`src/rtl/serial_word_tx_if.sv`:
```
// Load handshake and serial output bundle for serial_word_tx.
// master = word source / serial consumer side, slave = the transmitter.
interface serial_word_tx_if #(
  parameter int WIDTH = 8
);
  logic [WIDTH-1:0] load_data;
  logic             load_valid;
  logic             load_ready;
  logic             ser_bit;
  logic             ser_clr;
  logic             ser_valid;
  logic             busy;
  logic             word_done;

  modport master (
    output load_data, load_valid,
    input  load_ready, ser_bit, ser_clr, ser_valid, busy, word_done
  );

  modport slave (
    input  load_data, load_valid,
    output load_ready, ser_bit, ser_clr, ser_valid, busy, word_done
  );
endinterface

```
`src/rtl/serial_word_tx.sv`:
```
// Parallel-to-serial word transmitter: clear pulse, then WIDTH bits LSB first.
// Optional trailing even-parity bit when SER_PARITY_EN is defined.
module serial_word_tx #(
  parameter int WIDTH = 8
) (
  input  logic              t_clk,
  input  logic              r,
  serial_word_tx_if.slave   bus
);

  localparam int            CW   = $clog2(WIDTH);
  localparam logic [CW-1:0] LAST = CW'(WIDTH - 1);

  typedef enum logic [1:0] {
    IDLE  = 2'd0,
    CLR   = 2'd1,
    SHIFT = 2'd2,
    PAR   = 2'd3
  } state_t;

  state_t           state_r;
  logic [WIDTH-1:0] shreg_r;
  logic [CW-1:0]    cnt_r;
  logic             ser_bit_r;
  logic             ser_clr_r;
  logic             ser_valid_r;
  logic             busy_r;
  logic             word_done_r;
  logic             load_ready_s;

`ifdef SER_PARITY_EN
  logic             par_r;

  function automatic logic even_parity(input logic [WIDTH-1:0] w);
    return ^w;
  endfunction
`endif

  // Ready in idle and on the final cycle of a word, which enables back-to-back loads
  always_comb begin
`ifdef SER_PARITY_EN
    load_ready_s = (state_r == IDLE) || (state_r == PAR);
`else
    load_ready_s = (state_r == IDLE) || ((state_r == SHIFT) && (cnt_r == LAST));
`endif
  end

  // Word sequencer with outputs registered alongside the state they describe
  always_ff @(posedge t_clk or posedge r) begin
    if (r) begin
      state_r     <= IDLE;
      shreg_r     <= '0;
      cnt_r       <= '0;
      ser_bit_r   <= 1'b0;
      ser_clr_r   <= 1'b0;
      ser_valid_r <= 1'b0;
      busy_r      <= 1'b0;
      word_done_r <= 1'b0;
`ifdef SER_PARITY_EN
      par_r       <= 1'b0;
`endif
    end else if (load_ready_s) begin
      cnt_r       <= '0;
      ser_bit_r   <= 1'b0;
      ser_valid_r <= 1'b0;
      word_done_r <= 1'b0;
      if (bus.load_valid) begin
        state_r   <= CLR;
        shreg_r   <= bus.load_data;
        ser_clr_r <= 1'b1;
        busy_r    <= 1'b1;
`ifdef SER_PARITY_EN
        par_r     <= even_parity(bus.load_data);
`endif
      end else begin
        state_r   <= IDLE;
        ser_clr_r <= 1'b0;
        busy_r    <= 1'b0;
      end
    end else begin
      ser_clr_r <= 1'b0;
      case (state_r)
        CLR: begin
          state_r     <= SHIFT;
          cnt_r       <= '0;
          ser_bit_r   <= shreg_r[0];
          shreg_r     <= {1'b0, shreg_r[WIDTH-1:1]};
          ser_valid_r <= 1'b1;
          busy_r      <= 1'b1;
          word_done_r <= 1'b0;
        end
        SHIFT: begin
`ifdef SER_PARITY_EN
          if (cnt_r == LAST) begin
            state_r     <= PAR;
            cnt_r       <= '0;
            ser_bit_r   <= par_r;
            ser_valid_r <= 1'b1;
            busy_r      <= 1'b1;
            word_done_r <= 1'b1;
          end else begin
            cnt_r       <= cnt_r + CW'(1);
            ser_bit_r   <= shreg_r[0];
            shreg_r     <= {1'b0, shreg_r[WIDTH-1:1]};
            ser_valid_r <= 1'b1;
            busy_r      <= 1'b1;
            word_done_r <= 1'b0;
          end
`else
          cnt_r       <= cnt_r + CW'(1);
          ser_bit_r   <= shreg_r[0];
          shreg_r     <= {1'b0, shreg_r[WIDTH-1:1]};
          ser_valid_r <= 1'b1;
          busy_r      <= 1'b1;
          word_done_r <= ((cnt_r + CW'(1)) == LAST);
`endif
        end
        default: begin
          state_r     <= IDLE;
          cnt_r       <= '0;
          ser_bit_r   <= 1'b0;
          ser_valid_r <= 1'b0;
          busy_r      <= 1'b0;
          word_done_r <= 1'b0;
        end
      endcase
    end
  end

  assign bus.load_ready = load_ready_s;
  assign bus.ser_bit    = ser_bit_r;
  assign bus.ser_clr    = ser_clr_r;
  assign bus.ser_valid  = ser_valid_r;
  assign bus.busy       = busy_r;
  assign bus.word_done  = word_done_r;

endmodule
```
`src/flat_wrapper.sv`:
```
// flat-port wrapper written by rule: the top's interface ports become plain ports
module serial_word_tx_flat 
#(
  parameter int WIDTH = 8
)
  (t_clk, r, bus_load_data, bus_load_valid, bus_load_ready, bus_ser_bit, bus_ser_clr, bus_ser_valid, bus_busy, bus_word_done);
  serial_word_tx_if #(.WIDTH(WIDTH)) bus_i ();
  input  logic t_clk;
  input  logic r;
  input wire logic [$bits(bus_i.load_data)-1:0] bus_load_data;
  input wire logic [$bits(bus_i.load_valid)-1:0] bus_load_valid;
  output wire logic [$bits(bus_i.load_ready)-1:0] bus_load_ready;
  output wire logic [$bits(bus_i.ser_bit)-1:0] bus_ser_bit;
  output wire logic [$bits(bus_i.ser_clr)-1:0] bus_ser_clr;
  output wire logic [$bits(bus_i.ser_valid)-1:0] bus_ser_valid;
  output wire logic [$bits(bus_i.busy)-1:0] bus_busy;
  output wire logic [$bits(bus_i.word_done)-1:0] bus_word_done;
  assign bus_i.load_data = bus_load_data;
  assign bus_i.load_valid = bus_load_valid;
  assign bus_load_ready = bus_i.load_ready;
  assign bus_ser_bit = bus_i.ser_bit;
  assign bus_ser_clr = bus_i.ser_clr;
  assign bus_ser_valid = bus_i.ser_valid;
  assign bus_busy = bus_i.busy;
  assign bus_word_done = bus_i.word_done;
  serial_word_tx #(.WIDTH(WIDTH)) u_core (.t_clk(t_clk), .r(r), .bus(bus_i));
endmodule
```
`config.mk`:
```
export PLATFORM = sky130hd
export DESIGN_NAME = serial_word_tx_flat
export DESIGN_NICKNAME = d
export VERILOG_FILES = /design/src/rtl/serial_word_tx_if.sv /design/src/rtl/serial_word_tx.sv /design/src/flat_wrapper.sv
export SDC_FILE = /design/constraint.sdc
export NUM_CORES = 1
export LEC_CHECK = 0
export ABC_AREA = 1
export CORE_AREA = 2 2 40 51
export DETAILED_ROUTE_END_ITERATION = 8
export DIE_AREA = 0 0 42 53
export PLACE_DENSITY = 0.76
export SLEW_MARGIN = 20
export SYNTH_ARGS = -nofsm -noshare
export SYNTH_HDL_FRONTEND = slang
export SYNTH_SLANG_ARGS = --single-unit
```
`constraint.sdc`:
```
create_clock -name t_clk -period 3 [get_ports t_clk]
set_input_delay 0.6 -clock t_clk [delete_from_list [all_inputs] [get_ports t_clk]]
set_output_delay 0.6 -clock t_clk [all_outputs]
set_load 0.02 [all_outputs]
```
# Yosys cells after proc, flatten, opt, wreduce, memory -nomap -nowiden
# Cells that the tools add are included.
[word_totals]
romBits = 0
latchBits = 0
ram_bits = 0
elab_cells = 38
in_bits = 11
mem_count = 0
regBits = 18
[op_classes]
multipliers = 0
div_mod_pow = 0
order_cmp = 0
bitwise_logic = 0
n_reduce_logical = 6
n_addsub = 1
eq_ne = 6
shifts = 0
mux = 17
[ops]
columns = ["op", "n"]
rows = [
  ["2-to-1 mux 8 bit", 3],
  ["2-to-1 mux 1 bit", 10],
  ["== test 3 bit (second input constant)", 2],
  ["2-to-1 mux 3 bit", 2],
  ["!= test 2 bit (second input constant)", 2],
  ["case mux 2 bit (2 select lines)", 1],
  ["adder 3 x 1 -> 3 bit (second input constant)", 1],
  ["== test 2 x 1 -> 1 bit (second input constant)", 1],
  ["== test 2 bit (second input constant)", 1],
  ["logical NOT 2 bit", 1],
  ["2-to-1 mux 2 bit", 1],
  ["AND reduction 2 bit", 1],
  ["nonzero test 2 bit", 1],
  ["OR reduction 2 bit", 1],
  ["logical AND 1 bit", 1],
  ["logical OR 1 bit", 1],
]

# Logic depth before layout (Yosys ltp)
[depth]
ltp_word = 5
ltp_mapped = 9
ltp_nobuf = 8

# Worst setup path after synthesis
# No wires, ideal clock.
[synth_path]
path_type = "register to output"
startpoint = "register u_core.cnt_r[0]"
endpoint = "output port bus_load_ready"
path_stages_with_launch = 6
path_slack_ns = 1.308
arrival_time_ns = 1.092
required_ns = 2.400
path_cell_list = "dfrtp_1 > ha_1 > ha_1 > nand2_4 > nand2_4 > buf_6"
[synth_via]
elab_chain_len = 3
[synth_rtl]
columns = ["element", "line_no", "source"]
rows = [
  ["from (decl)", "serial_word_tx.sv:23", "logic [CW-1:0] cnt_r;"],
  ["from (signal assigned)", "serial_word_tx.sv:110", "cnt_r <= cnt_r + CW'(1);"],
  ["== test 3 bit", "serial_word_tx.sv:44", "load_ready_s = (state_r == IDLE) || ((state_r == SHIFT) && (cnt_r == LAST));"],
  ["logical AND 1 bit", "serial_word_tx.sv:44", ""],
  ["logical OR 1 bit", "serial_word_tx.sv:44", ""],
  ["to (decl)", "flat_wrapper.sv:12", "output wire logic [$bits(bus_i.load_ready)-1:0] bus_load_ready;"],
]
# No other way between the ends.

# Worst setup path in the final report
# Ends and elaborated chain as after synthesis.

==> flow_summary.json <==
{
  "timing.rr.end": "u_core.shreg_r[6]",
  "route.met3.wl_um": 81,
  "reg2reg_depth": 8,
  "cp-end-kind": "output port",
  "core_region_area_sq_mm": 0.00172,
  "slowest_delay_ns": 0.56,
  "slew_headroom_pct": 55.6,
  "ff2ff_setup_slack_ns": 1.45,
  "seq_area_frac_synth_pct": 51.9,
  "routed.top_layer": "met4",
  "synth_cell_types": 13,
  "final_common_cell": "nand2_1",
  "drc": 0,
  "yosys.area_share.adder_pct": 8.66,
  "grt_usage_pct": 18.1,
  "mappedNetlistArea_sq_um": 867,
  "ios": 17,
  "ys_seq_elements": 18,
  "clkSlewWorstSetupHoldPaths_ns": 0.09,
  "cts_max_level": 1,
  "hold_path_startpoint": "u_core.cnt_r[0]",
  "max_freq_mhz": 398,
  "synth-simple-area-share_pct": 32.5,
  "antenna_left": 0,
  "synth_cells": 94,
  "cts_tree": "yes",
  "drv_slew": 0,
  "cts_hold_buf": 0,
  "rr_startpoint": "u_core.cnt_r[0]",
  "grt_max_degree": 19,
  "clockBufferDepth": 2,
  "placed_cells": 127,
  "arrival_ns": 1.91,
  "drv_cap": 0,
  "status": "finished clean",
  "wire_per_inst_um": 11.5,
  "worst_pin_slew_ns": 0.666,
  "final.period_utilization_pct": 83.7,
  "cts.repair.resized": 0,
  "syn_avg_cell_area_sq_um": 9.22,
  "hold_path_end": "u_core.cnt_r[0]",
  "min_path_cells": 1,
  "synthXorXnorAreaFrac_pct": 0,
  "wl_met1_um": 614,
  "insertedDiodeCount": 0,
  "worstPathMaxFanout": 12,
  "synth_warnings": 0,
  "met2_length_um": 763,
  "grt_pass1_vias": 720,
  "initial_utilization_pct": 50.3,
  "cp-start-kind": "register",
  "clock_sinks": 18,
  "drt-total-wl_mm": 1.49,
  "fp.dieH_um": 53,
  "setup_viol": 0,
  "criticalPathCategory": "reg -> out",
  "cts_setup_buffers": 0,
  "final_cell_mix": "nand2_1 (33), dfrtp_1 (18), nand3_1 (16), clkdlybuf4s50_1 (16), ha_1 (6)",
  "leakage_nw": 0.568,
  "synth_top_family_by_area": "simple AND/OR/NAND/NOR gates",
  "num_vias": 669,
  "dieWidth_um": 42,
  "muxShareOfSynthArea_pct": 0,
  "die_area_sq_mm": 0.00223,
  "grt_pass1_wl_mm": 2.93,
  "hold_path.class": "reg -> reg",
  "insertion_delay_ns": 0.29,
  "worstPathRequired_ns": 2.40,
  "cpMaxStageDelayCell": "clkdlybuf4s50_1",
  "via_per_inst": 5.15,
  "peakVddDrop_mv": 0.530,
  "drive_above_1_share_pct": 9.01,
  "instances_no_fill": 130,
  "nets": 130,
  "path_cells": "ha_1 > ha_1 > nand2_4 > nand2_4 > clkdlybuf4s50_1",
  "routabilityCongestion": 0.836,
  "skew_ns": 0.00691,
  "portBuffers": 16,
  "rows": 17,
  "cts_buffers": 3,
  "crit_family": "buffers and inverters",
  "synth-compound-area-share_pct": 1.15,
  "grt_setup_unrepaired": "no",
  "drt_pass1_iterations": 4,
  "hpwl_mm": 1.14,
  "finalSetupTns_ns": 0,
  "drtIter0Drc": 18,
  "synth_fp_nets": 111,
  "p_per_area_mw_per_mm2": 926,
  "path_buf_inv": 1,
  "antenna_found_initial": 0,
  "layout_min_cycle_time_ns": 2.51,
  "grt-ovfl-total": 0,
  "final_hold_viol_count": 0,
  "area_growth_pct": 21.2,
  "clock-root-buffer": "clkbuf_4"
}
## worst max path at each step
| stage | from | end | slack (ns) | cells past startpoint |
|---|---|---|---|---|
| 4_1_cts | u_core.cnt_r[0] | bus_load_ready | 0.47 | 5 |
| 2_1_floorplan | u_core.cnt_r[0] | bus_load_ready | 1.31 | 5 |
| 3_3_place_gp | u_core.cnt_r[0] | bus_load_ready | 0.82 | 5 |
| 5_1_grt | u_core.cnt_r[0] | bus_load_ready | 0.36 | 5 |
| 3_5_place_dp | u_core.cnt_r[0] | bus_load_ready | 0.79 | 5 |
| 6_report | u_core.cnt_r[0] | bus_load_ready | 0.49 | 5 |
## layer usage
layer | up-vias | track usage (%)
li1 | 332 | -
met3 | 5 | 5.46
met2 | 23 | 32.0
met1 | 309 | 18.3
met5 | - | 0
met4 | 0 | 11.8
## state kept, by name (all words and copies together) (netlist names)
| signal | flops |
|---|---|
| u_core.shreg_r | 8 |
| u_core.cnt_r | 3 |
| u_core.state_r | 2 |
| u_core.bus.busy | 1 |
| u_core.bus.ser_bit | 1 |
| u_core.bus.ser_clr | 1 |
| u_core.bus.ser_valid | 1 |
| u_core.bus.word_done | 1 |
## report_power, final
part           total, W  switching (W)  internal [W]
Combinational  0.000488       0.000306      0.000182
Sequential     0.000369      0.0000406      0.000329
Clock          0.000115      0.0000686     0.0000467
## final cells by class
cell class	count	area [sq um]
inverter	7	27.5
timing repair buffer	16	160
sequential	18	450
multi-input combinational	67	367
clock buffer	3	22.5
tap	19	23.8
fill	144	672
## cell usage after synthesis
master,n,share of area (%)
nand3_1,16,9.2
clkinv_2,1,0.58
o21ai_0,2,1.2
dfrtp_1,18,52
buf_6,2,2.6
nor2_1,4,1.7
inv_1,5,2.2
nand2_4,4,5.2
ha_1,6,8.7
nand2_1,33,14
nor3b_1,1,0.87
nand3_2,1,1.2
inv_2,1,0.43
## cell families (layout without fill, tap and decap cells)
| kind of cell | Yosys count | in the layout |
|---|---|---|
| adder cells (fa/ha/maj) | 6 | 6 |
| flip-flops | 18 | 18 |
| AND/OR/NAND/NOR | 59 | 59 |
| AO/OA/AOI/OAI | 2 | 2 |
| buffers and inverters | 9 | 26 |
## metrics by stage
stage | hold WS, ns | setup WS [ns] | power [W] | util [%] | instance area, sq um
after global placement | 0.443 | 0.821 | 0.000854 | 59.7 | 1030
after global routing | 0.501 | 0.356 | 0.00108 | 61.0 | 1050
after detailed placement | 0.459 | 0.795 | 0.000866 | 59.7 | 1030
after CTS | 0.469 | 0.473 | 0.000981 | 61.0 | 1050
after floorplan | 0.432 | 1.31 | 0.000754 | - | 867
final | 0.459 | 0.488 | 0.000973 | 61.0 | 1050
Power figures use the tool's default switching activity.
